## config.mk

```make
export PLATFORM = sky130hd
export DESIGN_NAME = mem_arbiter
export DESIGN_NICKNAME = d
export VERILOG_FILES = /design/src/rtl/mem_arbiter.sv
export SDC_FILE = /design/constraint.sdc
export NUM_CORES = 1
export LEC_CHECK = 0
export BUFFER_PORTS_ARGS = -buffer_cell sky130_fd_sc_hd__buf_4
export CAP_MARGIN = 20
export CORE_AREA = 3 3 114 116
export CTS_CLUSTER_DIAMETER = 200
export CTS_CLUSTER_SIZE = 28
export DETAILED_ROUTE_END_ITERATION = 8
export DIE_AREA = 0 0 117 119
export PLACE_DENSITY = 0.65
export SKIP_CTS_REPAIR_TIMING = 1
export SYNTH_ARGS = -nofsm -noshare
export SYNTH_HDL_FRONTEND = slang
export SYNTH_SLANG_ARGS = --single-unit
```

## constraint.sdc

```tcl
create_clock -name clk -period 4.1 [get_ports clk]
set_clock_uncertainty 0.05 [all_clocks]
set_input_delay 0.41 -clock clk [delete_from_list [all_inputs] [get_ports clk]]
set_output_delay 0.41 -clock clk [all_outputs]
set_load 0.02 [all_outputs]
```

## src/rtl/mem_arbiter.sv

```systemverilog
// mem_arbiter: shares one single-ported memory between an instruction-fetch port
// and a data port. Data wins contention until the instruction port has lost MAX_WAIT times in a row.
module mem_arbiter #(
   parameter int MAX_WAIT = 4
) (
   input  logic        clk,
   input  logic        reset,
   input  logic        i_req_valid,
   input  logic [31:0] i_addr,
   output logic        i_req_ready,
   output logic        i_rsp_valid,
   output logic [31:0] i_rsp_data,
   input  logic        d_req_valid,
   input  logic        d_we,
   input  logic [31:0] d_addr,
   input  logic [31:0] d_wdata,
   output logic        d_req_ready,
   output logic        d_rsp_valid,
   output logic [31:0] d_rsp_data,
   output logic [31:0] mem_ra,
   input  logic [31:0] mem_rd,
   output logic        mem_we,
   output logic [31:0] mem_wa,
   output logic [31:0] mem_wd
);
   localparam int CW = $clog2(MAX_WAIT + 1);
   localparam logic [CW-1:0] WAIT_MAX = CW'(MAX_WAIT);

   logic [CW-1:0] wait_cnt_q, wait_cnt_d;
   logic          i_rsp_valid_q, i_rsp_valid_d;
   logic          d_rsp_valid_q, d_rsp_valid_d;
   logic [31:0]   i_rsp_data_q, i_rsp_data_d;
   logic [31:0]   d_rsp_data_q, d_rsp_data_d;
   logic          i_gnt, d_gnt;

   // Grant is suppressed while reset is high so nothing can be accepted or written.
   always_comb begin
      i_gnt = 1'b0;
      d_gnt = 1'b0;
      if (!reset) begin
         i_gnt = i_req_valid && (!d_req_valid || wait_cnt_q == WAIT_MAX);
         d_gnt = d_req_valid && !i_gnt;
      end
   end

   always_comb begin
      mem_ra = 32'h0;
      if (i_gnt)      mem_ra = i_addr;
      else if (d_gnt) mem_ra = d_addr;
   end

   assign i_req_ready = i_gnt;
   assign d_req_ready = d_gnt;
   assign mem_we      = d_gnt && d_we;
   assign mem_wa      = d_addr;
   assign mem_wd      = d_wdata;

   always_comb begin
      wait_cnt_d    = wait_cnt_q;
      i_rsp_valid_d = i_gnt;
      d_rsp_valid_d = d_gnt;
      i_rsp_data_d  = i_rsp_data_q;
      d_rsp_data_d  = d_rsp_data_q;
      if (i_gnt)
         wait_cnt_d = '0;
      else if (i_req_valid && wait_cnt_q != WAIT_MAX)
         wait_cnt_d = wait_cnt_q + 1'b1;
      if (i_gnt)
         i_rsp_data_d = mem_rd;
      // Write acknowledges return zero; the data register holds otherwise.
      if (d_gnt)
         d_rsp_data_d = d_we ? 32'h0 : mem_rd;
   end

   always_ff @(posedge clk or posedge reset) begin
      if (reset) begin
         wait_cnt_q    <= '0;
         i_rsp_valid_q <= 1'b0;
         d_rsp_valid_q <= 1'b0;
         i_rsp_data_q  <= 32'h0;
         d_rsp_data_q  <= 32'h0;
      end else begin
         wait_cnt_q    <= wait_cnt_d;
         i_rsp_valid_q <= i_rsp_valid_d;
         d_rsp_valid_q <= d_rsp_valid_d;
         i_rsp_data_q  <= i_rsp_data_d;
         d_rsp_data_q  <= d_rsp_data_d;
      end
   end

   assign i_rsp_valid = i_rsp_valid_q;
   assign d_rsp_valid = d_rsp_valid_q;
   assign i_rsp_data  = i_rsp_data_q;
   assign d_rsp_data  = d_rsp_data_q;
endmodule

```

Yosys cells after proc, flatten, opt, wreduce, memory -nomap -nowiden:

Index checks and enable logic that the tools add are counted.

* reduce and logical (&&, ||, !) cells: 8
* eq/ne operators: 2
* mux-type cells: 7
* add/sub/neg operators: 1

Operator list (count)
* two-way mux 32 bit: 3
* two-way mux 3 bit: 2
* logical AND 1 bit: 4
* adder 3 x 1 -> 3 bit, second input constant: 1
* equality test 3 bit, second input constant: 1
* inequality test 3 bit, second input constant: 1
* logical NOT 1 bit: 2
* two-way mux 1 bit: 2
* nonzero test 2 bit: 1
* logical OR 1 bit: 1

* input bits: 133
* word-level logic and storage cells: 23
* register bits after elaboration: 69
* output and inout bits: 165

Longest topological paths before layout:

* depth after elaboration: 8
* mapped depth: 7

Least setup slack after synthesis:

Ideal clock, no wire load.

* path type: input-to-output
* start point: input port reset
* end point: output port mem_ra[13]
* stages: 5
* setup slack: 0.666 ns
* data arrival time: 2.974 ns
* required time: 3.640 ns
* buffers on the path: 2
* cell sequence: inv_1 > and3_4 > buf_6 > buf_2 > a22o_1

* longest elaborated chain between the ends: 3
* elaborated cells on any way between the ends: 4
* those cells by class: mux (4)

Ends and longest elaborated chain
* from (decl): RTL line 7 `input logic reset,`
* two-way mux 1 bit: RTL line 40 `if (!reset) begin`
* named net d_req_ready: RTL line 17 `output logic d_req_ready,`
* two-way mux 32 bit: RTL line 49 `else if (d_gnt) mem_ra = d_addr;`
* two-way mux 32 bit: RTL line 48 `if (i_gnt) mem_ra = i_addr;`
* to (decl): RTL line 20 `output logic [31:0] mem_ra,`

The timed path passes the listed nets, and every way through them passes these cells.

Final worst setup path:

* start point: register wait_cnt_q[0]
* end point: output port mem_ra[1]

* longest elaborated chain between the ends: 8
* elaborated cells on any way between the ends: 9
* those cells by class: eq/ne (1); mux (4); reduce/logical (4)

Ends and longest elaborated chain
* from (decl): RTL line 29 `logic [CW-1:0] wait_cnt_q, wait_cnt_d;`
* from (signal assigned): RTL line 83 `wait_cnt_q <= wait_cnt_d;`
* equality test 3 bit *: RTL line 41 `i_gnt = i_req_valid && (!d_req_valid || wait_cnt_q == WAIT_MAX);`
* logical OR 1 bit *: RTL line 41
* logical AND 1 bit *: RTL line 41
* logical NOT 1 bit: RTL line 42 `d_gnt = d_req_valid && !i_gnt;`
* logical AND 1 bit: RTL line 42
* two-way mux 1 bit: RTL line 40
* two-way mux 32 bit: RTL line 49
* two-way mux 32 bit *: RTL line 48

Every way passes the cells marked *; elsewhere a longest branch is shown, timed or not.

==> PnR_summary.wiki <==
{| class="wikitable"
! Metric !! Value
|-
| Status || complete, no violations
|-
| Cell taking the most area after synthesis || dfrtp_1
|-
| Biggest fanout along the worst timing path || between 60 and 70
|-
| Power per Cell Area || 521 nW/um^2
|-
| Vertical extent of the die || 119 um
|-
| Proportion of synthesized chip area in sequential cells || 0.471
|-
| Number of buffers created by CTS || 9
|-
| Post-synthesis instance area || around 3700 um^2
|-
| Mean post-synth cell area || around 12 um^2
|-
| Peak VDD IR || around 0.27 mV
|-
| Layout overhead on the synthesized area || 45.7%
|-
| Number of maximum-capacitance violations || 0
|-
| Die footprint || 13900 um^2
|-
| Sink Count || 69
|-
| NumNets Final || 599
|-
| Die W || around 120 um
|-
| Share of final-layout standard cells stronger than drive strength 1 || 0.679
|-
| Synth top area share || 0.471
|-
| Port Buffer Count || 233
|-
| RSZ-0062 raised after global routing || false
|-
| Initial antenna violation count || 0
|-
| Worst slew margin || 0.397
|-
| Vias in the first global route || between 3000 and 4000
|-
| Switching power total || 0.000937 W
|-
| Final WS setup || between 1 and 1.5 ns
|-
| Type of the tightest min-delay check || input port to flip-flop
|-
| Number of violations reported at the end of detailed-routing iteration 0 || 153
|-
| Count of flip-flops with a built-in enable after synthesis || 0
|-
| Worst hold margin || 0.273 ns
|-
| HPWL Detailed || approximately 11 mm
|-
| Final Cycle Share || 0.702
|-
| Clock Tree Buf Depth || 2
|-
| Cell leakage power || 2.69 nW
|-
| Synthesis warning total || 0
|-
| Routability cong. || around 0.98
|-
| Total Wirelength || ~14 mm
|-
| TritonCTS clock tree || built
|-
| Clock insertion delay at the later pin of the skew report || 0.32 ns
|-
| Total iterations of the first detailed-routing run || 4
|-
| Top post-synthesis cells by area || dfrtp_1, mux2_2, buf_4, a22o_1, nor2b_1
|-
| Fraction of power spent switching nets || 0.336
|-
| Largest stage delay on the critical path || 0.77 ns
|-
| Time the final worst path needs with I/O delays and setup || between 2 and 3 ns
|-
| Internal cell power || 0.00185 W
|-
| Prevailing post-synth register cell || dfrtp_1
|-
| Fmax || 0.347 GHz
|-
| Fill count || around 1200
|-
| Remaining routing DRC violations || 0
|-
| Root buffer cell || clkbuf_16
|-
| Drt via density || between 4 and 5
|-
| Count of distinct cell types in the synthesized netlist || 24
|-
| Cell Chain, Critical Path || inv_1 -> ha_1 -> nand3_1 -> and3_4 -> a22o_1 -> buf_4
|-
| Portion of total power attributed to combinational logic || 0.388
|-
| Sequential power share || 0.346
|-
| GRT Resource Usage Total || 0.191
|-
| Critical path's top delay family || simple AND/OR/NAND/NOR gates
|-
| Slowest cell on the critical path || and3_4
|-
| Element type at the critical path end || output pin
|-
| Clock network fraction of design power || 0.266
|-
| Clock-pin slew on the worst setup and hold paths || approximately 0.050 ns
|-
| Routed wire length per instance || 22.5 um
|-
| Wire length of the first global-routing pass || 19.7 mm
|-
| Initial Util || 0.305
|-
| Syn nets || ~430
|-
| Number of antenna cells inserted || 0
|-
| Endpoint required time on the critical path || between 3 and 4 ns
|-
| Setup TNS || 0 ns
|-
| Transition time of the tightest slew-check pin || roughly 0.90 ns
|-
| Placeable core region || approximately 12000 um^2
|-
| Via Count || between 2000 and 3000
|-
| Gr ovfl total || 0
|-
| Routed Antenna Nets || 0
|-
| Final count of hold timing violations || 0
|-
| Arrival time of data at the critical path endpoint || 2.42 ns
|-
| I/O pin count || 298
|-
| Final setup violation count || 0
|-
| Post-synth ARST share || 1.00
|-
| Site Rows || 40
|-
| Maximum number of pins on one net before global-route repair || 70
|-
| Nature of the critical path startpoint || flip-flop
|-
| Number of max-slew violations in the final report || 0
|-
| Cells after Synth || roughly 300
|-
| Critical path buffer and inverter count || 2
|-
| Minimum setup slack after placement || around 1.4 ns
|-
| Seq cells post-synth || between 60 and 70
|-
| H-tree lvl count || 3
|-
| Class of the most critical setup path || flip-flop to output pin
|}
## final timing paths
check,slack [ns],depth (start not counted),from,to
setup / recovery,1.22,6,wait_cnt_q[0],mem_ra[1]
hold / removal,0.27,2,mem_rd[31],i_rsp_data[31]
setup reg to reg,1.92,5,wait_cnt_q[0],d_rsp_data[2]
hold reg to reg,0.46,1,d_rsp_data[6],d_rsp_data[6]
max in group asynchronous,3.07,3,reset,d_rsp_data[4]
min in group asynchronous,0.35,3,reset,i_rsp_data[3]
## kinds of logic (layout without fill, tap and decap cells)
| family | after synthesis | count (layout) | synth area share |
|---|---|---|---|
| AOI/OAI and AO/OA | 35 | 35 | 0.0822 |
| xor gates and xnor gates | 1 | 1 | 0.00239 |
| adders and majority gates | 2 | 2 | 0.00682 |
| buffers and inverters | 84 | 255 | 0.163 |
| DFF | 69 | 69 | 0.471 |
| muxes | 65 | 65 | 0.205 |
| and+or+nand+nor | 41 | 41 | 0.0696 |
## worst register-to-register path, cell delays in order, from the launching register on
cell and delay [ns]:
dfrtp_1 0.38, inv_1 0.07, ha_1 0.23, nand3_1 0.09, and3_4 0.77, mux2_2 0.47
## cell usage in the layout, fill, tap and decap left out, types with 2 or more instances in the layout
master / synthesis / layout
clkbuf_16: 0 / 9
dfrtp_1: 69 / 69
nor2b_1: 32 / 32
mux2_4: 6 / 6
nor2_1: 2 / 2
inv_1: 3 / 2
buf_4: 69 / 236
ha_1: 2 / 2
a22o_1: 32 / 32
mux2_2: 58 / 58
clkinv_2: 0 / 3
## layer usage
| metal | up-vias | share of wire | track usage | wire [um] |
|---|---|---|---|---|
| met1 | 1468 | 0.39 | 0.239 | 5340 |
| met5 | - | 0 | 0 | 0 |
| met3 | 9 | 0.094 | 0.0605 | 1300 |
| met2 | 183 | 0.51 | 0.325 | 7060 |
| li1 | 1296 | - | - | - |
| met4 | 0 | 0.0096 | 0.0344 | 133 |
## power groups by stage
stage	logic, W	clock network [W]	registers [W]
after floorplan	0.000439	0	0.00117
after global placement	0.00107	0	0.000968
after detailed placement	0.00109	0	0.000974
after CTS	0.00109	0.000769	0.000967
after global routing	0.00115	0.000799	0.000991
final	0.00108	0.000741	0.000965
## area by class of cell
type	count	area (um^2)	share of cell area
sequential	69	1730	0.323
multi-input combinational	144	1350	0.253
tap	147	184	0.0344
clock buffer	10	229	0.0428
inverter	3	11.3	0.00211
clock inverter	5	52.6	0.00983
timing repair buffer	237	1790	0.335
## stage by stage
stage | cell area, um^2 | util | power, W | instances
3_5_place_dp | 5040 | 0.420 | 0.00206 | 599
5_1_grt | 5350 | 0.445 | 0.00294 | 615
3_3_place_gp | 5040 | 0.420 | 0.00204 | 599
6_report | 5350 | 0.445 | 0.00279 | 615
2_1_floorplan | 3670 | - | 0.00161 | 297
4_1_cts | 5330 | 0.443 | 0.00283 | 614
## synth_stat cells (2+ instances only)
cell type and count:
ha_1 2, dfrtp_1 69, buf_6 2, mux2_4 6, mux2_2 58, buf_2 7
a22o_1 32, inv_1 3, buf_4 69, clkbuf_1 3, nor2_1 2, nor2b_1 32
## state kept, by name (all words and copies together), names as in the netlist
name,count
wait_cnt_q,3
d_rsp_valid,1
d_rsp_data,32
i_rsp_valid,1
i_rsp_data,32
Note: power is estimated with default switching activity, not from simulation.
